### src/rtl/video_window_align.sv
// video_window_align: measures the raw source geometry, locks onto it and regenerates blanking so a
// centred, offsettable WIDTH x HEIGHT window reaches the rotator. Optional macro: ALIGN_BLACKEN_EN.
module video_window_align #(
  parameter int unsigned WIDTH  = 320,
  parameter int unsigned HEIGHT = 240,
  parameter int unsigned DEPTH  = 8,
  parameter int unsigned CW     = 10
) (
  input  logic             clk,
  input  logic             reset,
  input  logic             ce,
  input  logic [DEPTH-1:0] video_in,
  input  logic             hblank_in,
  input  logic             vblank_in,
  input  logic [4:0]       hoffset,
  input  logic [4:0]       voffset,
  output logic [DEPTH-1:0] video_out,
  output logic             hblank,
  output logic             vblank,
  output logic             locked,
  output logic [CW-1:0]    meas_w,
  output logic [CW-1:0]    meas_h
);

  localparam int unsigned   SW   = CW + 1;
  localparam logic [CW-1:0] CMAX = '1;

  typedef enum logic {S_UNLOCKED, S_LOCKED} state_t;

  state_t           r_state, w_state_nxt;
  logic             r_hb_d, r_vb_d, r_locked, r_hblank, r_vblank;
  logic [DEPTH-1:0] r_video_out;
  logic [CW-1:0]    r_x, r_y, r_xmax, r_meas_w, r_meas_h, r_hstart, r_vstart;

  logic             w_h_rise, w_v_rise, w_active, w_line, w_geom_eq, w_fits;
  logic             w_x_out, w_y_out, w_hb_nxt, w_vb_nxt;
  logic [DEPTH-1:0] w_video_nxt;
  logic [CW-1:0]    w_x_inc, w_y_inc, w_cand_w, w_cand_h;
  logic [SW-1:0]    w_hend, w_vend;

  // Centred start plus signed offset, clamped to [0, meas-tgt]; 0 when the source is undersized.
  function automatic logic [CW-1:0] win_start(input logic [CW-1:0] meas,
                                              input logic [CW-1:0] tgt,
                                              input logic [4:0]    off);
    logic signed [SW-1:0] span;
    logic signed [SW-1:0] pos;
    logic [CW-1:0]        res;
    span = $signed({1'b0, meas}) - $signed({1'b0, tgt});
    pos  = (span >>> 1) + $signed({{(SW-5){off[4]}}, off});
    if (span[SW-1] || pos[SW-1]) res = '0;
    else if (pos > span)         res = span[CW-1:0];
    else                         res = pos[CW-1:0];
    return res;
  endfunction

  assign w_h_rise = hblank_in & ~r_hb_d;
  assign w_v_rise = vblank_in & ~r_vb_d;
  assign w_active = ~hblank_in & ~vblank_in;
  // A line ending on the same ce as vblank rises still counts toward the frame height.
  assign w_line   = w_h_rise & (~vblank_in | w_v_rise);

  assign w_x_inc  = (r_x == CMAX) ? r_x : r_x + CW'(1);
  assign w_y_inc  = (r_y == CMAX) ? r_y : r_y + CW'(1);
  assign w_cand_w = (r_x > r_xmax) ? r_x : r_xmax;
  assign w_cand_h = w_line ? w_y_inc : r_y;

  // meas_w/meas_h double as the stored geometry the next frame is compared against.
  assign w_geom_eq = (w_cand_w == r_meas_w) && (w_cand_h == r_meas_h);
  assign w_fits    = (w_cand_w >= CW'(WIDTH)) && (w_cand_h >= CW'(HEIGHT));

  assign w_hend  = {1'b0, r_hstart} + SW'(WIDTH);
  assign w_vend  = {1'b0, r_vstart} + SW'(HEIGHT);
  assign w_x_out = (r_x < r_hstart) || ({1'b0, r_x} >= w_hend);
  assign w_y_out = (r_y < r_vstart) || ({1'b0, r_y} >= w_vend);

  always_ff @(posedge clk) begin
    if (reset)   r_state <= S_UNLOCKED;
    else if (ce) r_state <= w_state_nxt;
  end

  // Output mode follows the state held before the vblank edge, so changes land on the next frame.
  always_comb begin
    w_state_nxt = r_state;
    w_video_nxt = video_in;
    w_hb_nxt    = hblank_in;
    w_vb_nxt    = vblank_in;
`ifdef ALIGN_BLACKEN_EN
    w_video_nxt = '0;
    w_hb_nxt    = 1'b1;
    w_vb_nxt    = 1'b1;
`endif
    case (r_state)
      S_UNLOCKED: begin
        if (w_v_rise && w_geom_eq && w_fits) w_state_nxt = S_LOCKED;
      end
      S_LOCKED: begin
        w_video_nxt = video_in;
        w_hb_nxt    = hblank_in | w_x_out;
        w_vb_nxt    = vblank_in | w_y_out;
        if (w_v_rise && !w_geom_eq) w_state_nxt = S_UNLOCKED;
      end
      default: w_state_nxt = S_UNLOCKED;
    endcase
  end

  always_ff @(posedge clk) begin
    if (reset) begin
      r_hb_d      <= 1'b1;
      r_vb_d      <= 1'b1;
      r_x         <= '0;
      r_y         <= '0;
      r_xmax      <= '0;
      r_meas_w    <= '0;
      r_meas_h    <= '0;
      r_hstart    <= '0;
      r_vstart    <= '0;
      r_locked    <= 1'b0;
      r_video_out <= '0;
      r_hblank    <= 1'b1;
      r_vblank    <= 1'b1;
    end else if (ce) begin
      r_hb_d      <= hblank_in;
      r_vb_d      <= vblank_in;
      r_locked    <= (w_state_nxt == S_LOCKED);
      r_video_out <= w_video_nxt;
      r_hblank    <= w_hb_nxt;
      r_vblank    <= w_vb_nxt;
      if (w_h_rise || w_v_rise) r_x <= '0;
      else if (w_active)        r_x <= w_x_inc;
      if (w_v_rise)    r_y <= '0;
      else if (w_line) r_y <= w_y_inc;
      // Frame boundary: publish geometry and re-derive the window with freshly sampled offsets.
      if (w_v_rise) begin
        r_xmax   <= '0;
        r_meas_w <= w_cand_w;
        r_meas_h <= w_cand_h;
        r_hstart <= win_start(w_cand_w, CW'(WIDTH), hoffset);
        r_vstart <= win_start(w_cand_h, CW'(HEIGHT), voffset);
      end else begin
        r_xmax   <= w_cand_w;
      end
    end
  end

  assign video_out = r_video_out;
  assign hblank    = r_hblank;
  assign vblank    = r_vblank;
  assign locked    = r_locked;
  assign meas_w    = r_meas_w;
  assign meas_h    = r_meas_h;

endmodule
### config.mk
export PLATFORM = sky130hd
export DESIGN_NAME = video_window_align
export DESIGN_NICKNAME = d
export VERILOG_FILES = /design/src/rtl/video_window_align.sv
export SDC_FILE = /design/constraint.sdc
export NUM_CORES = 1
export LEC_CHECK = 0
export ABC_CLOCK_PERIOD_IN_PS = 8900
export BUFFER_PORTS_ARGS = -buffer_cell sky130_fd_sc_hd__buf_2
export CAP_MARGIN = 20
export CORE_ASPECT_RATIO = 0.6
export CORE_UTILIZATION = 55
export CTS_CLUSTER_SIZE = 40
export DETAILED_ROUTE_END_ITERATION = 10
export GPL_ROUTABILITY_DRIVEN = 0
export PLACE_DENSITY_LB_ADDON = 0.25
export SETUP_SLACK_MARGIN = 0.1
export SYNTH_ARGS = -nofsm -noshare
export SYNTH_HDL_FRONTEND = slang
export SYNTH_SLANG_ARGS = --single-unit
### constraint.sdc
create_clock -name clk -period 8.9 [get_ports clk]
set_input_delay 0.89 -clock clk [delete_from_list [all_inputs] [get_ports clk]]
set_output_delay 0.89 -clock clk [all_outputs]
set_load 0.02 [all_outputs]
Word-level counts from Yosys, hierarchy flattened
Index checks and enable logic that the tools add are counted. Widths: inputs -> output; s select.

Register bits: 83. Input port bits: 23. Output and inout bits: 31. Word-level logic and storage cells: 78.

Add/sub/neg operators: 8. $lt $le $gt $ge: 9. Eq/ne operators: 5. Mux-type cells: 17. Bitwise operators: 12. Reduce and logical (&&, ||, !) cells: 14.

Operators with widths (count): $mux 10 (12); $add 10x5->11 (2); $ge 10x11->1 (2); $gt 11x11->1 (2); $add 10x1->10 const B (2); $eq 10x10->1 (2); $eq 10x10->1 const B (2); $lt 10x10->1 (2); $add 10x8->11 const B (1); $add 10x9->11 const B (1); $sub 10x8->11 const B (1); $sub 10x9->11 const B (1); $ge 10x8->1 const B (1); $ge 10x9->1 const B (1); $gt 10x10->1 (1); $logic_and 1x1->1 (5); $logic_or 1x1->1 (5); $not 1->1 (5); $and 1x1->1 (4); $mux 1 (4); $or 1x1->1 (3); $reduce_and 3->1 (1); $ne 2x1->1 const B (1); $pmux 1 s2 (1); 3 further kinds (3).

Logic depth before layout (Yosys ltp)
Word-level depth: 11. Mapped depth: 26.

Least setup slack after synthesis
No wires, ideal clock.

Path kind: register to register. From: reg r_xmax[5]. To: reg r_hstart[6]. Library setup time: 0.128 ns. Arrival time: 5.305 ns. Required time: 8.772 ns. Slack: 3.468 ns. Cell stages (with the launch flop): 25. Path buffers: 2. Clock period less this slack: 5.432 ns. Cell sequence: dfxtp_1 -> inv_1 -> ha_1 -> nand4_1 -> a211oi_1 -> a2111o_1 -> buf_2 -> nand2_1 -> a21oi_1 -> inv_1 -> ha_1 -> fa_1 -> a21o_1 -> a21oi_1 -> o21ai_0 -> o41ai_1 -> xnor2_1 -> ha_1 -> a211oi_1 -> nand2_1 -> o21ai_0 -> buf_1 -> mux2_2 -> a22oi_1 -> nor2_1.

Word-level cells in the longest chain between the ends: 7.

Ends and longest elaborated chain: from (decl) (line 33) `logic [CW-1:0] r_x, r_y, r_xmax, r_meas_w, r_meas_h, r_hstart, r_vstart;`; from (signal assigned) (line 140) `r_xmax <= w_cand_w;`; $gt 10x10->1 (*) (line 64) `assign w_cand_w = (r_x > r_xmax) ? r_x : r_xmax;`; $mux 10 (*) (line 64); net w_cand_w[1] (line 38) `logic [CW-1:0] w_x_inc, w_y_inc, w_cand_w, w_cand_h;`; $sub 10x9->11 (*) (line 48) `span = $signed({1'b0, meas}) - $signed({1'b0, tgt});`; $add 10x5->11 (line 49) `pos = (span >>> 1) + $signed({{(SW-5){off[4]}}, off});`; $gt 11x11->1 (line 51) `else if (pos > span) res = span[CW-1:0];`; $mux 10 (line 51); $mux 10 (*) (line 50) `if (span[SW-1] || pos[SW-1]) res = '0;`; to (signal assigned) (line 137) `r_hstart <= win_start(w_cand_w, CW'(WIDTH), hoffset);`; to (decl) (line 33).

Mark *: on every way through the listed nets, which the timed path passes. The rest lies on a longest branch. A chain may end at the register's enable or synchronous reset.

Worst setup path in the final report
From: reg r_x[5]. To: reg r_hstart[1].

Word-level cells in the longest chain between the ends: 7.

Ends and longest elaborated chain: from (decl) (line 33); from (signal assigned) (line 129) `else if (w_active) r_x <= w_x_inc;`; $gt 10x10->1 (*) (line 64); $mux 10 (*) (line 64); net w_cand_w[2] (line 38); $sub 10x9->11 (*) (line 48); $add 10x5->11 (line 49); $gt 11x11->1 (line 51); $mux 10 (line 51); $mux 10 (*) (line 50).

Marks and branches as above.

==> impl_metrics.toml <==
[placed_design]
dp_hpwl_mm = 16.2
port_buffers = 53

[layout]
areaGrowthSynthToFinish_pct = 9.59
antenna_cells = 0
fillCellCount = 1054
fin_nets = 1043
drive_gt1_share_pct = 11.8

[worst_setup_path]
crit_arrival_ns = 6.71
ff2ff_setup_slack_ns = 2.39
startpoint_type = "flip-flop"
cp-end-kind = "flip-flop"
r2r_end = "r_hstart[1]$_SDFFE_PP0P_"
reg2reg_depth = 22
crit_fanout = 12
crit_required_ns = 9.10
critPathKind = "flip-flop to flip-flop"
rr_startpoint = "r_x[5]$_SDFFE_PP0P_"

[yosys]
syn_inst = 890
yosysTopAreaCellShare_pct = 23.3
synth-adder-area-share_pct = 16.5
yosysMostFrequentCell = "nor2_1"
synth_area_per_cell_um2 = 8.01
synthArstFlopShare_pct = 0
synth-xor-area-share_pct = 6.01
synthSimpleGateAreaFrac_pct = 20.4
ys_seq_area_share_pct = 23.3
synth-compound-area-share_pct = 23.6
synthMuxAreaShare_pct = 3.63
synth_area_mm2 = 0.00713
synth_top_family_by_area = "compound AO/OA/AOI/OAI gates"
synth_cell_types = 83
synth_top_area_cell = "dfxtp_1"
ys_top_cells_by_count = "nor2_1 (97), ha_1 (91), dfxtp_1 (83), inv_1 (75), a21oi_1 (57)"
yosys_warnings = 0
synth_edf_count = 0
ys_top_cells_by_area = "dfxtp_1 (23%), ha_1 (16%), nor2_1 (5.1%), a21oi_1 (4.0%), inv_1 (4.0%)"
ys_seq_elements = 83
synth_ff_type = "dfxtp_1"
synth_fp_nets = 1006

[timing]
rsz0062_at_grt = "no"
max_freq_mhz = 154
report.final.setup_viol = 0
post-route-min-period_ns = 6.51
min_period_over_period_pct = 73.2
tightest_slew_ns = 0.805
slew_headroom_pct = 46.0
drv_slew = 0
finalHoldViolCount = 0
setup_tns_ns = 0
skew_ns = 0.00454

[clock_network]
cts_hold_buf = 0
clkTransAtPathRegs_ns = 0.06
cts_setup_buffers = 0
clock_tree.root_cell = "clkbuf_16"
cts_resized = 0
cts_inserted_buffers = 9
cts_tree = "built"
clock-sinks = 83
cts_buffer_depth = 2
htreeDepth = 3
clock_latency_ns = 0.34

[detailed_routing]
post_drt_wl_per_cell_um = 19.2
vias = 6962
vias_per_cell = 6.36
final_antenna_net_count = 0
drt_iter0_markers = 783
routed_wl_mm = 21.0
drc = 0
first_pass_iters = 5

[power]
irDropWorstVdd_mv = 0.0938
finalPower_uw = 914
power_density_mw_per_mm2 = 117
leakagePower_nw = 3.35

[worst_hold_path]
hp-class = "flip-flop to flip-flop"
holdPathStages = 2
holdPathEnd = "r_vstart[3]$_SDFFE_PP0P_"
hold_start = "r_vstart[3]$_SDFFE_PP0P_"

[flow_run]
cap_violations = 0

[die]
fp.coreArea_mm2 = 0.0123
dieArea_mm2 = 0.0134
rows = 31
die_y_um = 90.2
initial_core_util_pct = 57.8
die_x_um = 149
io_pins = 54

[global_routing]
antenna_found_initial = 0
grt_overflow = 0
grt_pass1_wl_mm = 33.6
grt_usage_pct = 32.2
grt_pass1_vias = 6217
grt_max_degree = 72

[outcome]
status = "completed"
sequential cells by signal, indices dropped and copies added, names as in the netlist:
| signal | flops |
|---|---|
| r_hstart | 10 |
| meas_h | 10 |
| r_y | 10 |
| r_xmax | 10 |
| hblank | 1 |
| r_vb_d | 1 |
| meas_w | 10 |
| r_x | 10 |
| r_hb_d | 1 |
| video_out | 8 |
| locked | 1 |
| r_vstart | 10 |
| vblank | 1 |
how the worst max path moves through the flow:
stage	from	end
global route	r_x[5]$_SDFFE_PP0P_	r_hstart[0]$_SDFFE_PP0P_
global placement	r_x[7]$_SDFFE_PP0P_	r_hstart[1]$_SDFFE_PP0P_
finish	r_x[5]$_SDFFE_PP0P_	r_hstart[1]$_SDFFE_PP0P_
detailed placement	r_x[7]$_SDFFE_PP0P_	r_hstart[0]$_SDFFE_PP0P_
floorplan	r_xmax[5]$_SDFFE_PP0P_	r_hstart[6]$_SDFFE_PP0P_
CTS	r_x[7]$_SDFFE_PP0P_	r_hstart[0]$_SDFFE_PP0P_
metal layers:
layer	vias up	global-route usage, %	wire [um]
met2	404	39.4	7400
met1	3220	52.0	10700
met4	0	5.44	207
met5	-	0	0
li1	3311	-	-
met3	27	10.6	2730
cell usage in the layout (no fill, tap or decap), drive strengths merged, types with 5 or more instances in the layout:
| master | synthesis | routed |
|---|---|---|
| nand4 | 20 | 20 |
| buf | 8 | 64 |
| nand2 | 54 | 54 |
| o21ai | 41 | 41 |
| mux2 | 5 | 5 |
| a22oi | 27 | 27 |
| o2111ai | 6 | 6 |
| xor2 | 15 | 15 |
| a21oi | 58 | 58 |
| a211oi | 17 | 17 |
| nor4 | 5 | 5 |
| or3 | 8 | 8 |
| nor2 | 98 | 98 |
| nand2b | 20 | 20 |
| nor2b | 11 | 11 |
| ha | 91 | 91 |
| clkbuf | 30 | 9 |
| nand3 | 27 | 27 |
| nor3 | 19 | 19 |
| inv | 75 | 75 |
| dfxtp | 83 | 83 |
| and3 | 10 | 10 |
| mux2i | 19 | 19 |
| a31oi | 5 | 5 |
| a21o | 9 | 9 |
| o211ai | 10 | 10 |
| xnor2 | 33 | 33 |
worst max-delay path: stages (launching register included):
cell and delay (ns):
dfxtp_1 0.53, ha_1 0.33, a21oi_1 0.17, o21ai_0 0.18, a2111oi_2 0.65, nor2_1 0.35
a21oi_1 0.65, inv_1 0.21, fa_1 0.47, a21o_1 0.19, a21oi_1 0.20, o21ai_0 0.15
o41ai_1 0.43, xnor2_1 0.19, ha_1 0.35, nand4_1 0.11, nor3_1 0.23, a221oi_1 0.08
o21ai_0 0.09, buf_4 0.22, mux2_2 0.37, a22oi_1 0.16, nor2_1 0.06
where the power goes:
group	switching, mW	internal [mW]	total [mW]
combinational	0.0840	0.0500	0.134
sequential	0.00537	0.377	0.382
clock	0.155	0.242	0.398
stage by stage:
stage	util [%]	setup WS, ns	hold slack [ns]	instances	instance area, um2
floorplan	-	3.47	0.432	890	7130
global placement	60.8	2.67	0.441	1081	7500
detailed placement	60.8	2.59	0.446	1081	7500
CTS	63.3	2.55	0.453	1095	7810
global route	63.3	1.85	0.492	1095	7810
finish	63.3	2.39	0.456	1095	7810
cell families after synthesis:
logic type               after synthesis
AND/OR/NAND/NOR                      289
XOR/XNOR                              48
flip-flops                            83
adder cells (fa/ha/maj)               93
multiplexers                          24
AO/OA/AOI/OAI                        238
buffers and inverters                115
layout make-up:
cell class                 instances  area, um2  area share [%]
tap                              165        206            2.64
sequential                        83       1660            21.3
clock buffer                       9        225            2.88
clock inverter                     5       80.1            1.03
timing repair buffer              64        348            4.45
multi-input combinational        692       5000            64.0
inverter                          77        290            3.72
Power figures use the tool's default switching activity.
